--- config.mk ---
export PLATFORM = sky130hd
export DESIGN_NAME = booth_mul_seq
export DESIGN_NICKNAME = d
export VERILOG_FILES = /design/src/rtl/mul_pkg.sv /design/src/rtl/booth_pp_gen.sv /design/src/rtl/booth_mul_seq.sv
export SDC_FILE = /design/constraint.sdc
export NUM_CORES = 1
export LEC_CHECK = 0
export ABC_AREA = 1
export BUFFER_PORTS_ARGS = -buffer_cell sky130_fd_sc_hd__buf_4
export CAP_MARGIN = 20
export CORE_ASPECT_RATIO = 1.1
export CORE_UTILIZATION = 55
export CTS_BUF_LIST = sky130_fd_sc_hd__clkbuf_4
export CTS_CLUSTER_DIAMETER = 50
export DETAILED_ROUTE_END_ITERATION = 8
export GPL_TIMING_DRIVEN = 0
export MAX_ROUTING_LAYER = met4
export PLACE_DENSITY = 0.76
export SYNTH_ARGS = -nofsm -noshare
export SYNTH_HDL_FRONTEND = slang
export SYNTH_HIERARCHICAL = 1
export SYNTH_SLANG_ARGS = --single-unit
--- constraint.sdc ---
create_clock -name clk -period 9.5 [get_ports clk]
set_input_delay 1.425 -clock clk [delete_from_list [all_inputs] [get_ports clk]]
set_output_delay 1.425 -clock clk [all_outputs]
set_load 0.01 [all_outputs]
--- src/rtl/mul_pkg.sv ---
// Shared types and helpers for the sequential radix-4 Booth multiplier.
// Holds the FSM state encoding, the Booth digit select and the iteration count.
package mul_pkg;

    typedef enum logic [1:0] {
        IDLE = 2'd0,
        BUSY = 2'd1,
        DONE = 2'd2
    } mul_state_e;

    typedef struct packed {
        logic neg;
        logic pos;
        logic dneg;
        logic dpos;
    } booth_sel_t;

    // Operands are widened by two bits, and each iteration retires two of them.
    function automatic int booth_iters(input int w);
        return (w + 2) / 2;
    endfunction

    // Window bits are {y_add, y, y_sub}; at most one select comes out high.
    function automatic booth_sel_t booth_decode(input logic [2:0] win);
        booth_sel_t sel;
        sel.neg  =  win[2] & (win[1] ^ win[0]);
        sel.pos  = ~win[2] & (win[1] ^ win[0]);
        sel.dneg =  win[2] & ~win[1] & ~win[0];
        sel.dpos = ~win[2] &  win[1] &  win[0];
        return sel;
    endfunction

endpackage

--- src/rtl/booth_pp_gen.sv ---
// Combinational Booth partial-product generator.
// Maps one 3-bit multiplier window onto 0, +-M or +-2M, one bit wider than M.
module booth_pp_gen
    import mul_pkg::*;
#(
    parameter int E = 34
) (
    input  logic [2:0] win_i,
    input  logic [E-1:0] mcand_i,
    output logic [E:0] pp_o
);

    booth_sel_t sel;
    logic [E:0] m1;
    logic [E:0] m2;
    logic [E:0] mag;
    logic       sel_one;
    logic       sel_two;
    logic       negate;

    assign sel     = booth_decode(win_i);
    assign sel_one = sel.pos | sel.neg;
    assign sel_two = sel.dpos | sel.dneg;
    assign negate  = sel.neg | sel.dneg;

    // 2M never overflows E+1 bits because the extended operand carries a spare sign bit.
    assign m1 = {mcand_i[E-1], mcand_i};
    assign m2 = {mcand_i, 1'b0};

    genvar gi;
    generate
        for (gi = 0; gi <= E; gi++) begin : g_mag
            assign mag[gi] = (sel_one & m1[gi]) | (sel_two & m2[gi]);
        end
    endgenerate

    assign pp_o = negate ? (-mag) : mag;

endmodule

--- src/rtl/booth_mul_seq.sv ---
// Sequential radix-4 Booth multiplier for mult/multu, one Booth digit per cycle.
// The accumulator and multiplier shift right two bits together on every iteration.
module booth_mul_seq
    import mul_pkg::*;
#(
    parameter int W = 32
) (
    input  logic         clk,
    input  logic         rst,
    input  logic         start,
    input  logic         is_signed,
    input  logic [W-1:0] a,
    input  logic [W-1:0] b,
    output logic         busy,
    output logic         done,
    output logic [W-1:0] hi,
    output logic [W-1:0] lo
);

    localparam int E  = W + 2;
    localparam int N  = booth_iters(W);
    localparam int CW = (N > 1) ? $clog2(N) : 1;

    mul_state_e     state_q, state_d;
    logic [E-1:0]   mcand_q, mcand_d;
    logic [E:0]     mplr_q, mplr_d;
    logic [2*E-1:0] acc_q, acc_d;
    logic [CW-1:0]  cnt_q, cnt_d;
    logic [W-1:0]   hi_q, hi_d;
    logic [W-1:0]   lo_q, lo_d;

    logic [E:0]     pp;
    logic [2*E+1:0] acc_wide;
    logic [2*E+1:0] pp_wide;
    logic [2*E+1:0] sum_wide;
    logic [E-1:0]   a_ext;
    logic [E-1:0]   b_ext;
    logic           last_iter;
    logic           accept;
    logic           unused_lsbs;

    booth_pp_gen #(
        .E (E)
    ) u_pp_gen (
        .win_i   (mplr_q[2:0]),
        .mcand_i (mcand_q),
        .pp_o    (pp)
    );

    assign a_ext     = is_signed ? {{2{a[W-1]}}, a} : {2'b00, a};
    assign b_ext     = is_signed ? {{2{b[W-1]}}, b} : {2'b00, b};
    assign last_iter = (cnt_q == CW'(N - 1));
    assign accept    = start && ((state_q == IDLE) || (state_q == DONE));

    // Partial product enters at the top half; after N shifts digit i sits at weight 4^i.
    assign acc_wide = {{2{acc_q[2*E-1]}}, acc_q};
    assign pp_wide  = {pp[E], pp, {E{1'b0}}};
    assign sum_wide = acc_wide + pp_wide;

    // The two bits shifted out each cycle are already final and never read again.
    assign unused_lsbs = ^sum_wide[1:0];

    always_ff @(posedge clk) begin
        if (rst) begin
            state_q <= IDLE;
        end else begin
            state_q <= state_d;
        end
    end

    always_comb begin
        state_d = state_q;
        case (state_q)
            IDLE: begin
                if (start) begin
                    state_d = BUSY;
                end
            end
            BUSY: begin
                if (last_iter) begin
                    state_d = DONE;
                end
            end
            DONE: begin
                state_d = start ? BUSY : IDLE;
            end
            default: begin
                state_d = IDLE;
            end
        endcase
    end

    always_comb begin
        busy = 1'b0;
        done = 1'b0;
        case (state_q)
            BUSY:    busy = 1'b1;
            DONE:    done = 1'b1;
            default: begin
                busy = 1'b0;
                done = 1'b0;
            end
        endcase
    end

    always_comb begin
        mcand_d = mcand_q;
        mplr_d  = mplr_q;
        acc_d   = acc_q;
        cnt_d   = cnt_q;
        hi_d    = hi_q;
        lo_d    = lo_q;
        if (accept) begin
            mcand_d = a_ext;
            mplr_d  = {b_ext, 1'b0};
            acc_d   = '0;
            cnt_d   = '0;
        end else if (state_q == BUSY) begin
            acc_d  = sum_wide[2*E+1:2];
            mplr_d = {{2{mplr_q[E]}}, mplr_q[E:2]};
            cnt_d  = last_iter ? '0 : cnt_q + CW'(1);
            if (last_iter) begin
                lo_d = sum_wide[W+1:2];
                hi_d = sum_wide[2*W+1:W+2];
            end
        end
    end

    always_ff @(posedge clk) begin
        if (rst) begin
            mcand_q <= '0;
            mplr_q  <= '0;
            acc_q   <= '0;
            cnt_q   <= '0;
            hi_q    <= '0;
            lo_q    <= '0;
        end else begin
            mcand_q <= mcand_d;
            mplr_q  <= mplr_d;
            acc_q   <= acc_d;
            cnt_q   <= cnt_d;
            hi_q    <= hi_d;
            lo_q    <= lo_d;
        end
    end

    assign hi = hi_q;
    assign lo = lo_q;

endmodule

==> qor.yml <==
cells_and_area:
  final_nets: 2121
  final_cell_mix: "471 x nand2_1, 240 x inv_1, 229 x nor2_1"
  final_common_cell: "nand2_1"
  final_area_um2: 13700
  area_growth_syn_to_layout_pct: 17.0
  final_layout_size_suffix_gt1_share_pct: 14.7
clocking:
  cts_hold_buf: 0
  cts_resized: 0
  clockRootBuffer: "clkbuf_4"
  cts_made_buffers: 54
  cts_htree_levels: 2
  path_clk_slew_ps: 70
  clock_latency_ps: 740
  numClockSinks: 205
  cts_setup_buffers: 0
  cts_tree: "built"
  clockBufferDepth: 3
critical_path:
  path_class: "flop to flop"
  path_delay_family: "simple AND/OR/NAND/NOR gates"
  crit_buf_inv: 6
  worstSetupStartpoint: "mplr_q[0]"
  crit_required_ps: 10090
  critPathCapture: "hi[19]"
  reg2reg_setup_slack_ps: 5330
  cp_common_cell: "nand2_1"
  start_kind: "flop"
  timing.rr.start: "mplr_q[0]"
  worstPathArrival_ps: 4760
  crit_path_cell_trace: "o21ai_1, buf_2, nand2_1, o21ai_1, inv_1, ha_1, inv_1, nor2_1, nand3_2, nor2_4, nand2_1, nand2_2, xnor2_1, ha_1, nand2_1, inv_1, nand2_1, inv_1, a21oi_1, nand3_2, xnor2_1, nand2_1, nand2_1, inv_1"
  cp_slowest_cell: "dfxtp_1"
  reg2reg_to: "hi[19]"
  cp_num_cells: 24
  crit_path_end_kind: "flop"
  reg2regPathDepth: 24
  crit_fanout: 10
  slowest_delay_ps: 360
floorplanning:
  rows: 55
  top_level_ports: 134
  dieArea_um2: 21800
  die_w_um: 141
  die_h_um: 155
  start_util_pct: 56.4
  core_um2: 20700
sta:
  tightest_slew_ps: 913
  slew_headroom_pct: 39.1
  final.setup_skew_ps: 63.9
  fin_ws_ps: 5330
  drv_slew: 0
  hold_slack_ps: 462
  grt_setup_unrepaired: "false"
  fmax_mhz: 240
  hold_viol_final: 0
  setup_violations: 0
  fin_crit_sh_pct: 43.9
  setup_tns_ps: 0
  period_minus_slack_ps: 4170
drt:
  dr.pass1.iters: 5
  first_iter_violations: 788
  drt-total-wl_um: 35400
  via_count: 12200
  viasPerCell: 5.24
  ant_nets: 0
  wl_per_cell_um: 15.2
  drc_errors: 0
power:
  sequentialPowerShare_pct: 43.9
  p_leak_nw: 7.05
  swShare_pct: 33.4
  clockPowerShare_pct: 35.0
  ir_drop_uv: 104
  combPwrFrac_pct: 21.1
  powerDensity_nw_per_um2: 154
  power_switching_uw: 704
  cell_internal_pwr_mw: 1.40
global_routing:
  grt_start_max_net_pins: 19
  grt_pass1_vias: 11300
  grt_pass1_wl_um: 56200
  antenna_found_initial: 1
  gr-total-overflow: 0
  grt_usage_pct: 33.5
synth:
  yosysSeqAreaShare_pct: 35.1
  syn_inst: 1825
  synth_area_leaders: "dfxtp_1 35%, nand2_1 15%, inv_1 7.7%"
  syn_nets: 1932
  ys_types: 34
  yosysTopAreaCell: "dfxtp_1"
  ys_ff_latch: 205
  syn_area_um2: 11700
  ys_warn_count: 6
  netlist.area_leader.share_pct: 35.1
  avgSynthCellArea_um2: 6.40
run:
  cap_violations: 0
place:
  place.gp.congestion: 1.01
  hpwl_um: 27400
  placed_area_um2: 13000
  dpl_worst_slack_ps: 5470
  port_buffers: 133
worst_hold_path:
  hp-start: "acc_q[11]"
  timing.hold.worst.class: "flop to flop"
outcome:
  outcome: "completed"
cells in the mapped netlist (all sizes together):
| master | number |
|---|---|
| a21boi | 1 |
| a21oi | 76 |
| a31oi | 33 |
| and2 | 2 |
| and3 | 1 |
| buf | 45 |
| clkbuf | 33 |
| clkinv | 1 |
| dfxtp | 205 |
| fa | 1 |
| ha | 38 |
| inv | 246 |
| nand2 | 491 |
| nand3 | 144 |
| nand4 | 11 |
| nor2 | 244 |
| nor3 | 14 |
| nor3b | 1 |
| o211ai | 4 |
| o21a | 18 |
| o21ai | 163 |
| o21bai | 15 |
| xnor2 | 18 |
| xor2 | 20 |
kinds of logic (layout without fill, tap and decap cells):
kind of cell	Yosys count	count (layout)	share of synthesized area (%)
compound gates	310	310	14.5
xor+xnor	38	38	2.85
fa+ha+maj	39	39	4.24
buf+inv	325	547	10.9
flops	205	205	35.1
other cells	0	1	0
simple gates	908	908	32.4
worst min-delay path, stage by stage (launching register included):
cell and delay, ps:
dfxtp_1 310, inv_1 70, a21oi_1 50
state kept, by name, summed over array words and instances (netlist names):
register  flops
acc_q        66
mplr_q       35
mcand_q      33
hi           32
lo           32
cnt_q         5
state_q       2
area by class of cell:
type | instances | area, um^2
diodes | 1 | 2.50
plain buffers | 78 | 347
clock buffers | 72 | 541
clock inverters | 17 | 92.6
fillers | 2022 | 7040
inverters | 247 | 927
multi-input cells | 1295 | 6310
flip-flops and latches | 205 | 4100
well taps | 285 | 357
repair buffers | 133 | 998
routing by layer:
layer	up-vias	GRT usage (%)	part of all wire, %
li1	6206	-	-
met1	5476	41.5	45
met2	437	54.8	46
met3	99	4.28	5.6
met4	0	15.2	4.2
met5	-	-	0
how the worst min path moves through the flow:
stage                 endpoint  slack (ps)  cells after the start
CTS                   acc_q[9]         460                      2
detailed placement  mplr_q[34]         450                      2
global placement    mplr_q[34]         440                      2
floorplan           mplr_q[34]         430                      2
global route         acc_q[31]         480                      2
finish                acc_q[9]         460                      2
per-stage QoR:
| step | power [mW] | util [%] | std cells |
|---|---|---|---|
| after floorplan | 1.24 | - | 1825 |
| after global placement | 1.37 | 62.9 | 2243 |
| after detailed placement | 1.38 | 62.9 | 2243 |
| after CTS | 2.11 | 66.0 | 2332 |
| after global routing | 2.21 | 66.0 | 2333 |
| final | 2.11 | 66.0 | 2333 |
power groups by stage:
| stage | logic [mW] | registers (mW) | clock network, mW |
|---|---|---|---|
| floorplan | 0.309 | 0.936 | 0 |
| global placement | 0.433 | 0.942 | 0 |
| detailed placement | 0.438 | 0.943 | 0 |
| CTS | 0.440 | 0.924 | 0.749 |
| global route | 0.497 | 0.929 | 0.788 |
| finish | 0.445 | 0.925 | 0.736 |
No activity file was read; power rests on OpenSTA's default activity.
